==> src/rtl/video_timing_gen.sv <==
// video_timing_gen: 15 kHz RGB333 raster with bitmap fetch, pixel shifter, border/blank and syncs; CSYNC_EN adds csync_n.
// Latency: colour, syncs and frame trail the counter pixel by 1 clock; fb_rd/fb_addr registered, read data expected the next cycle.
// Backpressure: none; the framebuffer must answer every strobe with a fixed 1-cycle latency.
module video_timing_gen #(
    parameter int H_TOTAL       = 416,
    parameter int H_BLANK_START = 320,
    parameter int H_BLANK_END   = 400,
    parameter int H_SYNC_START  = 336,
    parameter int H_SYNC_LEN    = 32,
    parameter int V_TOTAL       = 312,
    parameter int V_BLANK_START = 248,
    parameter int V_BLANK_END   = 264,
    parameter int V_SYNC_START  = 248,
    parameter int V_SYNC_LEN    = 8
) (
    input  logic        clk,
    input  logic        rst,
    input  logic [8:0]  ink,
    input  logic [8:0]  paper,
    input  logic [8:0]  border,
    output logic        fb_rd,
    output logic [12:0] fb_addr,
    input  logic [7:0]  fb_data,
    output logic [2:0]  ro,
    output logic [2:0]  go,
    output logic [2:0]  bo,
    output logic        hsync_n,
    output logic        vsync_n,
    output logic        frame
`ifdef CSYNC_EN
    ,
    output logic        csync_n
`endif
);

    localparam logic [8:0] HC_LAST = 9'(H_TOTAL - 1);
    localparam logic [8:0] HC_PRE  = 9'(H_TOTAL - 2);
    localparam logic [8:0] VC_LAST = 9'(V_TOTAL - 1);
    localparam logic [8:0] HB_S    = 9'(H_BLANK_START);
    localparam logic [8:0] HB_E    = 9'(H_BLANK_END);
    localparam logic [8:0] HS_S    = 9'(H_SYNC_START);
    localparam logic [8:0] HS_E    = 9'(H_SYNC_START + H_SYNC_LEN);
    localparam logic [8:0] VB_S    = 9'(V_BLANK_START);
    localparam logic [8:0] VB_E    = 9'(V_BLANK_END);
    localparam logic [8:0] VS_S    = 9'(V_SYNC_START);
    localparam logic [8:0] VS_E    = 9'(V_SYNC_START + V_SYNC_LEN);

    logic [8:0]  hc_q, hc_d, vc_q, vc_d, next_vc;
    logic [4:0]  grp;
    logic [7:0]  shift_q, shift_d;
    logic [8:0]  rgb_q, rgb_d;
    logic        hs_q, hs_d, vs_q, vs_d;
    logic        frame_q, frame_d;
    logic        rd_q, rd_d;
    logic [12:0] addr_q, addr_d;
    logic        active, blank;

    always_comb begin
        next_vc = (vc_q == VC_LAST) ? 9'd0 : vc_q + 9'd1;
        hc_d    = hc_q + 9'd1;
        vc_d    = vc_q;
        if (hc_q == HC_LAST) begin
            hc_d = 9'd0;
            vc_d = next_vc;
        end

        active = (hc_q < 9'd256) && (vc_q < 9'd192);
        blank  = ((hc_q >= HB_S) && (hc_q < HB_E)) || ((vc_q >= VB_S) && (vc_q < VB_E));
        rgb_d  = border;
        if (blank) begin
            rgb_d = 9'd0;
        end else if (active) begin
            rgb_d = shift_q[7] ? ink : paper;
        end

        hs_d    = !((hc_q >= HS_S) && (hc_q < HS_E));
        vs_d    = !((vc_q >= VS_S) && (vc_q < VS_E));
        frame_d = (hc_q == 9'd0) && (vc_q == 9'd0);

        // Each byte is requested two pixels ahead of its group so it lands in the
        // shifter exactly as the previous group's last bit is consumed.
        grp    = 5'((hc_q + 9'd2) >> 3);
        rd_d   = 1'b0;
        addr_d = addr_q;
        if ((hc_q[2:0] == 3'd6) && (hc_q < 9'd254) && (vc_q < 9'd192)) begin
            rd_d   = 1'b1;
            addr_d = {vc_q[7:0], grp};
        end else if ((hc_q == HC_PRE) && (next_vc < 9'd192)) begin
            rd_d   = 1'b1;
            addr_d = {next_vc[7:0], 5'd0};
        end

        shift_d = rd_q ? fb_data : {shift_q[6:0], 1'b0};
    end

    always_ff @(posedge clk) begin
        if (rst) begin
            hc_q    <= 9'd0;
            vc_q    <= 9'd0;
            shift_q <= 8'd0;
            rgb_q   <= 9'd0;
            hs_q    <= 1'b1;
            vs_q    <= 1'b1;
            frame_q <= 1'b0;
            rd_q    <= 1'b0;
            addr_q  <= 13'd0;
        end else begin
            hc_q    <= hc_d;
            vc_q    <= vc_d;
            shift_q <= shift_d;
            rgb_q   <= rgb_d;
            hs_q    <= hs_d;
            vs_q    <= vs_d;
            frame_q <= frame_d;
            rd_q    <= rd_d;
            addr_q  <= addr_d;
        end
    end

`ifdef CSYNC_EN
    logic cs_q, cs_d;

    assign cs_d = ~(hs_d ^ vs_d);

    always_ff @(posedge clk) begin
        if (rst) begin
            cs_q <= 1'b1;
        end else begin
            cs_q <= cs_d;
        end
    end

    assign csync_n = cs_q;
`endif

    assign ro      = rgb_q[8:6];
    assign go      = rgb_q[5:3];
    assign bo      = rgb_q[2:0];
    assign hsync_n = hs_q;
    assign vsync_n = vs_q;
    assign frame   = frame_q;
    assign fb_rd   = rd_q;
    assign fb_addr = addr_q;

endmodule

==> config.mk <==
export PLATFORM = sky130hd
export DESIGN_NAME = video_timing_gen
export DESIGN_NICKNAME = d
export VERILOG_FILES = /design/src/rtl/video_timing_gen.sv
export SDC_FILE = /design/constraint.sdc
export NUM_CORES = 1
export LEC_CHECK = 0
export BUFFER_PORTS_ARGS = -buffer_cell sky130_fd_sc_hd__buf_2
export CORE_MARGIN = 4
export CORE_UTILIZATION = 55
export DETAILED_ROUTE_END_ITERATION = 7
export GPL_ROUTABILITY_DRIVEN = 0
export GPL_TIMING_DRIVEN = 1
export HOLD_SLACK_MARGIN = 0.05
export PLACE_DENSITY = 0.82
export SLEW_MARGIN = 20
export SYNTH_ARGS = -nofsm -noshare
export SYNTH_HDL_FRONTEND = slang
export SYNTH_SLANG_ARGS = --single-unit
export TNS_END_PERCENT = 30
==> constraint.sdc <==
create_clock -name clk -period 3.7 [get_ports clk]
set_clock_uncertainty 0.15 [all_clocks]
set_input_delay 0.37 -clock clk [delete_from_list [all_inputs] [get_ports clk]]
set_output_delay 0.37 -clock clk [all_outputs]
set_load 0.05 [all_outputs]
### Word level (Yosys, flattened, before mapping)

Index checks and enable logic that the tools add are counted.

| operators by class | value |
|---|---|
| $add $sub $neg | 3 |
| order comparisons | 11 |
| equal/unequal tests | 4 |
| multiplexer cells | 8 |
| bitwise gates (word level) | 1 |
| reductions and logical operators | 18 |

Operators by type and width:

| cell | number |
|---|---|
| < comparator 9 bit (second input constant) | 5 |
| == test 9 bit (second input constant) | 3 |
| < comparator 9 x 8 -> 1 bit (second input constant) | 3 |
| two-way mux 9 bit | 3 |
| two-way mux 13 bit | 2 |
| adder 9 x 1 -> 9 bit (second input constant) | 2 |
| greater-or-equal comparator 9 bit (second input constant) | 2 |
| logical NOT 9 bit | 2 |
| greater-or-equal comparator 9 x 8 -> 1 bit (second input constant) | 1 |
| logical AND 1 bit | 9 |
| adder 8 x 2 -> 8 bit (second input constant) | 1 |
| two-way mux 8 bit | 1 |
| OR reduction 2 bit | 3 |
| == test 3 bit (second input constant) | 1 |
| logical NOT 1 bit | 2 |
| two-way mux 1 bit | 2 |
| nonzero test 2 bit | 1 |
| logical OR 1 bit | 1 |
| NOT 1 bit | 1 |

| storage, ports and cells | value |
|---|---|
| register bits after elaboration | 52 |
| input port bits | 37 |
| output and inout bits | 26 |
| word-level logic and storage cells | 55 |

### Depth between registers and ports, before layout

| depth | value |
|---|---|
| depth in word-level cells | 6 |
| mapped depth | 9 |
| depth with buffers taken out | 7 |

### Worst setup path after synthesis

No wires, ideal clock.

| timing | value |
|---|---|
| path kind | flip-flop to flip-flop |
| from | reg vc_q[1] |
| to | reg addr_q[7], in the netlist fb_addr[7] |
| setup time | 0.064 ns |
| arrival time | 1.877 ns |
| data required time | 3.486 ns |
| setup slack | 1.609 ns |
| cell stages (with the launch flop) | 9 |
| path buffers | 1 |
| clock period less this slack | 2.091 ns |
| path through | dfxtp_1 -> ha_1 -> and4_4 -> buf_6 -> nand2_4 -> xor2_2 -> o211ai_4 -> or4b_1 -> nand4_1 |

| between the ends | value |
|---|---|
| word-level cells in the longest chain between the ends | 5 |
| elaborated cells between the ends (all ways) | 10 |
| classes of those cells | 1 x add/sub; 2 x order compare; 1 x eq/ne; 3 x mux; 3 x reduce/logical |

Ends and longest elaborated chain:

| element | line | RTL |
|---|---|---|
| start, declared | 48 | `logic [8:0] hc_q, hc_d, vc_q, vc_d, next_vc;` |
| start signal, assigned | 109 | `vc_q <= vc_d;` |
| adder 9 x 1 -> 9 bit or == test 9 bit (tied branches) | 59 | `next_vc = (vc_q == VC_LAST) ? 9'd0 : vc_q + 9'd1;` |
| two-way mux 9 bit | 59 |  |
| < comparator 9 x 8 -> 1 bit | 88 | `end else if ((hc_q == HC_PRE) && (next_vc < 9'd192)) begin` |
| logical AND 1 bit | 88 |  |
| nonzero test 2 bit (no source line) | n/a |  |
| end signal, assigned | 116 | `addr_q <= addr_d;` |
| end, declared | 55 | `logic [12:0] addr_q, addr_d;` |

Parallel ways exist; a longest one is shown, timed or not. The select of a mux whose other input is x is not followed.
A chain may end at the register's enable or synchronous reset.

### Worst setup path after layout

| timing | value |
|---|---|
| from | reg vc_q[6] |
| to | reg addr_q[5], in the netlist fb_addr[5] |

Same word-level chain as after synthesis.

==> metrics.yaml <==
crit_slowest_cell: "a211oi_4"
max_freq_mhz: 407
crit_required_ns: 3.71
worstRegToRegCells: 6
power.total_uw: 1050
cp-end-kind: "flop"
critical_path.endpoint: "fb_addr[5]$_SDFFE_PP0P_"
drt-initial-drc-count: 86
fin_crit_sh_pct: 66.4
syn-instance-count: 289
grt_max_degree: 46
path_cells: "a211oi_4, nand3_4, a21oi_4, mux2_1, nand2_1, a21oi_1"
tns_ns: 0
drc: 0
final_cell_mix: "buf_2 (62), dfxtp_1 (52), nor2_1 (45)"
n_antenna_cell: 0
die_h_microns: 77.4
layout-drive-gt1-share_pct: 26.0
yosysTopAreaCell: "dfxtp_1"
crit_start: "vc_q[6]$_SDFFE_PP0P_"
layoutNonFillerInstCount: 383
track_usage_pct: 18.5
r2r_end: "fb_addr[5]$_SDFFE_PP0P_"
row_count: 24
dp_slack_ns: 1.27
layout_commonest_cell: "buf_2"
peakVddDrop_v: 0.000173
insertion_delay_ns: 0.30
cts-resized-gates: 0
utilization_pct: 65.9
multi_input_area_sq_um: 1410
cts_buffer_depth: 2
cp.arrival_ns: 2.47
synth_area_sq_um: 2650
clk_pin_slew_ns: 0.09
status: "complete, no violations"
placeableCoreArea_sq_um: 4500
synth_edf_count: 0
routed_wl_microns: 5450
cts_sinks: 52
cts_setup_buffers: 0
clockRootBuffer: "clkbuf_8"
synthDistinctLibCells: 55
die_x_microns: 77.4
grt_pass1_vias: 2093
ys_async_sr_fraction_pct: 0
p_leak_uw: 0.00122
r2r_slack_ns: 1.24
boundaryPins: 63
cts_tree: "yes"
maxCapViolations: 0
crit_fanout: 19
dr.pass1.iters: 4
syn_avg_cell_area_sq_um: 9.16
fin_ws_ns: 1.24
numPortBuffers: 62
cts-buffers-inserted: 5
startpoint_type: "flop"
vias_per_cell: 5.66
syn_to_final_growth_pct: 12.1
final-hold-violation-count: 0
post-place-cells: 375
final-seq-area_sq_um: 1040
crit_type: "reg2reg"
grt_first_pass_wirelength_microns: 9320
synth_top_area_share_pct: 39.3
cts_hold_buf: 0
drv_slew: 0
vias: 2168
ys_ff_latch: 52
initial_core_util_pct: 58.8
nFillCells: 394
ys_seq_area_share_pct: 39.3
hp-class: "in2reg"
wl_per_cell_microns: 14.2
dp_hpwl_microns: 3880
relSlewSlack_pct: 46.7
drtAntennaViolNets: 0
worst_pin_slew_ns: 0.797
slowest_delay_ns: 0.76
r2r-start: "vc_q[6]$_SDFFE_PP0P_"
synthFlopType: "dfxtp_1"
period_needed_ns: 2.46
synth_fp_nets: 331
powerDensity_nw_per_um2: 355
overflow: 0
fin_nets: 372
yosys_warnings: 0
antenna_found_initial: 0
synth_area_leaders: "dfxtp_1 (39%), mux2i_1 (8.3%), nor2_1 (6.4%)"
dieArea_sq_um: 5990
htree_levels: 2
setup_viol: 0
rsz0062_at_grt: "no"
-- cell families after synthesis --
group | Yosys count | synth area share, %
compound gates | 37 | 12.1
mux | 23 | 8.74
fa+ha+maj | 5 | 2.36
simple gates | 120 | 23.9
xor+xnor | 18 | 6.24
flops | 52 | 39.3
buf+inv | 34 | 7.28
-- worst min-delay path by stage --
stage                                      from                    end  slack, ns  depth (start not counted)
after floorplan           shift_q[0]$_SDFF_PP0_  shift_q[1]$_SDFF_PP0_       0.29                          2
after global placement    shift_q[0]$_SDFF_PP0_  shift_q[1]$_SDFF_PP0_       0.29                          2
after detailed placement  shift_q[0]$_SDFF_PP0_  shift_q[1]$_SDFF_PP0_       0.30                          2
after CTS                            fb_data[1]  shift_q[1]$_SDFF_PP0_       0.14                          3
after global routing                 fb_data[0]  shift_q[0]$_SDFF_PP0_       0.14                          2
final                                fb_data[1]  shift_q[1]$_SDFF_PP0_       0.14                          3
-- cell usage after synthesis (2+ instances only) --
master / count
a311oi_1: 2
nand3b_1: 3
nand2b_1: 2
and3_1: 3
buf_2: 6
inv_1: 6
xnor2_1: 6
mux2i_1: 22
nor4b_1: 3
nand3_1: 17
dfxtp_1: 52
xor2_1: 11
o21a_1: 2
nand4b_1: 3
buf_4: 5
buf_6: 5
a21oi_1: 7
clkbuf_1: 10
or3_1: 2
or4_1: 2
nand4_1: 6
nand2_1: 15
a31oi_1: 3
nor2_1: 45
ha_1: 5
a211oi_1: 12
nor3_1: 5
nor2_2: 2
-- layer usage --
layer  wire length (microns)  up-vias  track usage, %
met2                    2610       66            31.9
met3                     349        6            4.17
li1                        -     1087               -
met1                    2430     1009            23.0
met4                      57        0            5.69
met5                       0        -               0
-- cell type report --
class,instances,share of cell area [%]
Multi-Input combinational cell,203,47.6
Clock buffer,5,2.32
Sequential cell,52,35.1
Timing Repair Buffer,62,10.5
Inverter,6,0.759
Tap cell,52,2.19
Clock inverter,3,1.60
-- worst max-delay path: cells and delay by family (launching register included) --
family,cells,cell delay [ns]
AO/OA/AOI/OAI,3,1.12
flip-flops,1,0.46
multiplexers,1,0.36
AND/OR/NAND/NOR,2,0.24
-- through the flow --
step | hold slack (ns) | cell area (sq um)
6_report | 0.143 | 2970
5_1_grt | 0.141 | 2970
2_1_floorplan | 0.287 | 2650
4_1_cts | 0.138 | 2970
3_5_place_dp | 0.303 | 2850
3_3_place_gp | 0.290 | 2850
-- flip-flops by register name, indices dropped and copies added, names as in the netlist --
| register | flops |
|---|---|
| vsync_n | 1 |
| rgb_q | 9 |
| vc_q | 9 |
| frame | 1 |
| shift_q | 8 |
| fb_rd | 1 |
| hsync_n | 1 |
| fb_addr | 13 |
| hc_q | 9 |
-- where the power goes --
group | total [uW] | internal, uW | leakage [uW] | switching, uW
Sequential | 578 | 570 | 0.000422 | 7.91
Combinational | 87.4 | 32.4 | 0.000741 | 54.9
Clock | 389 | 204 | 0.0000583 | 186
(Power assumes the default switching activity.)
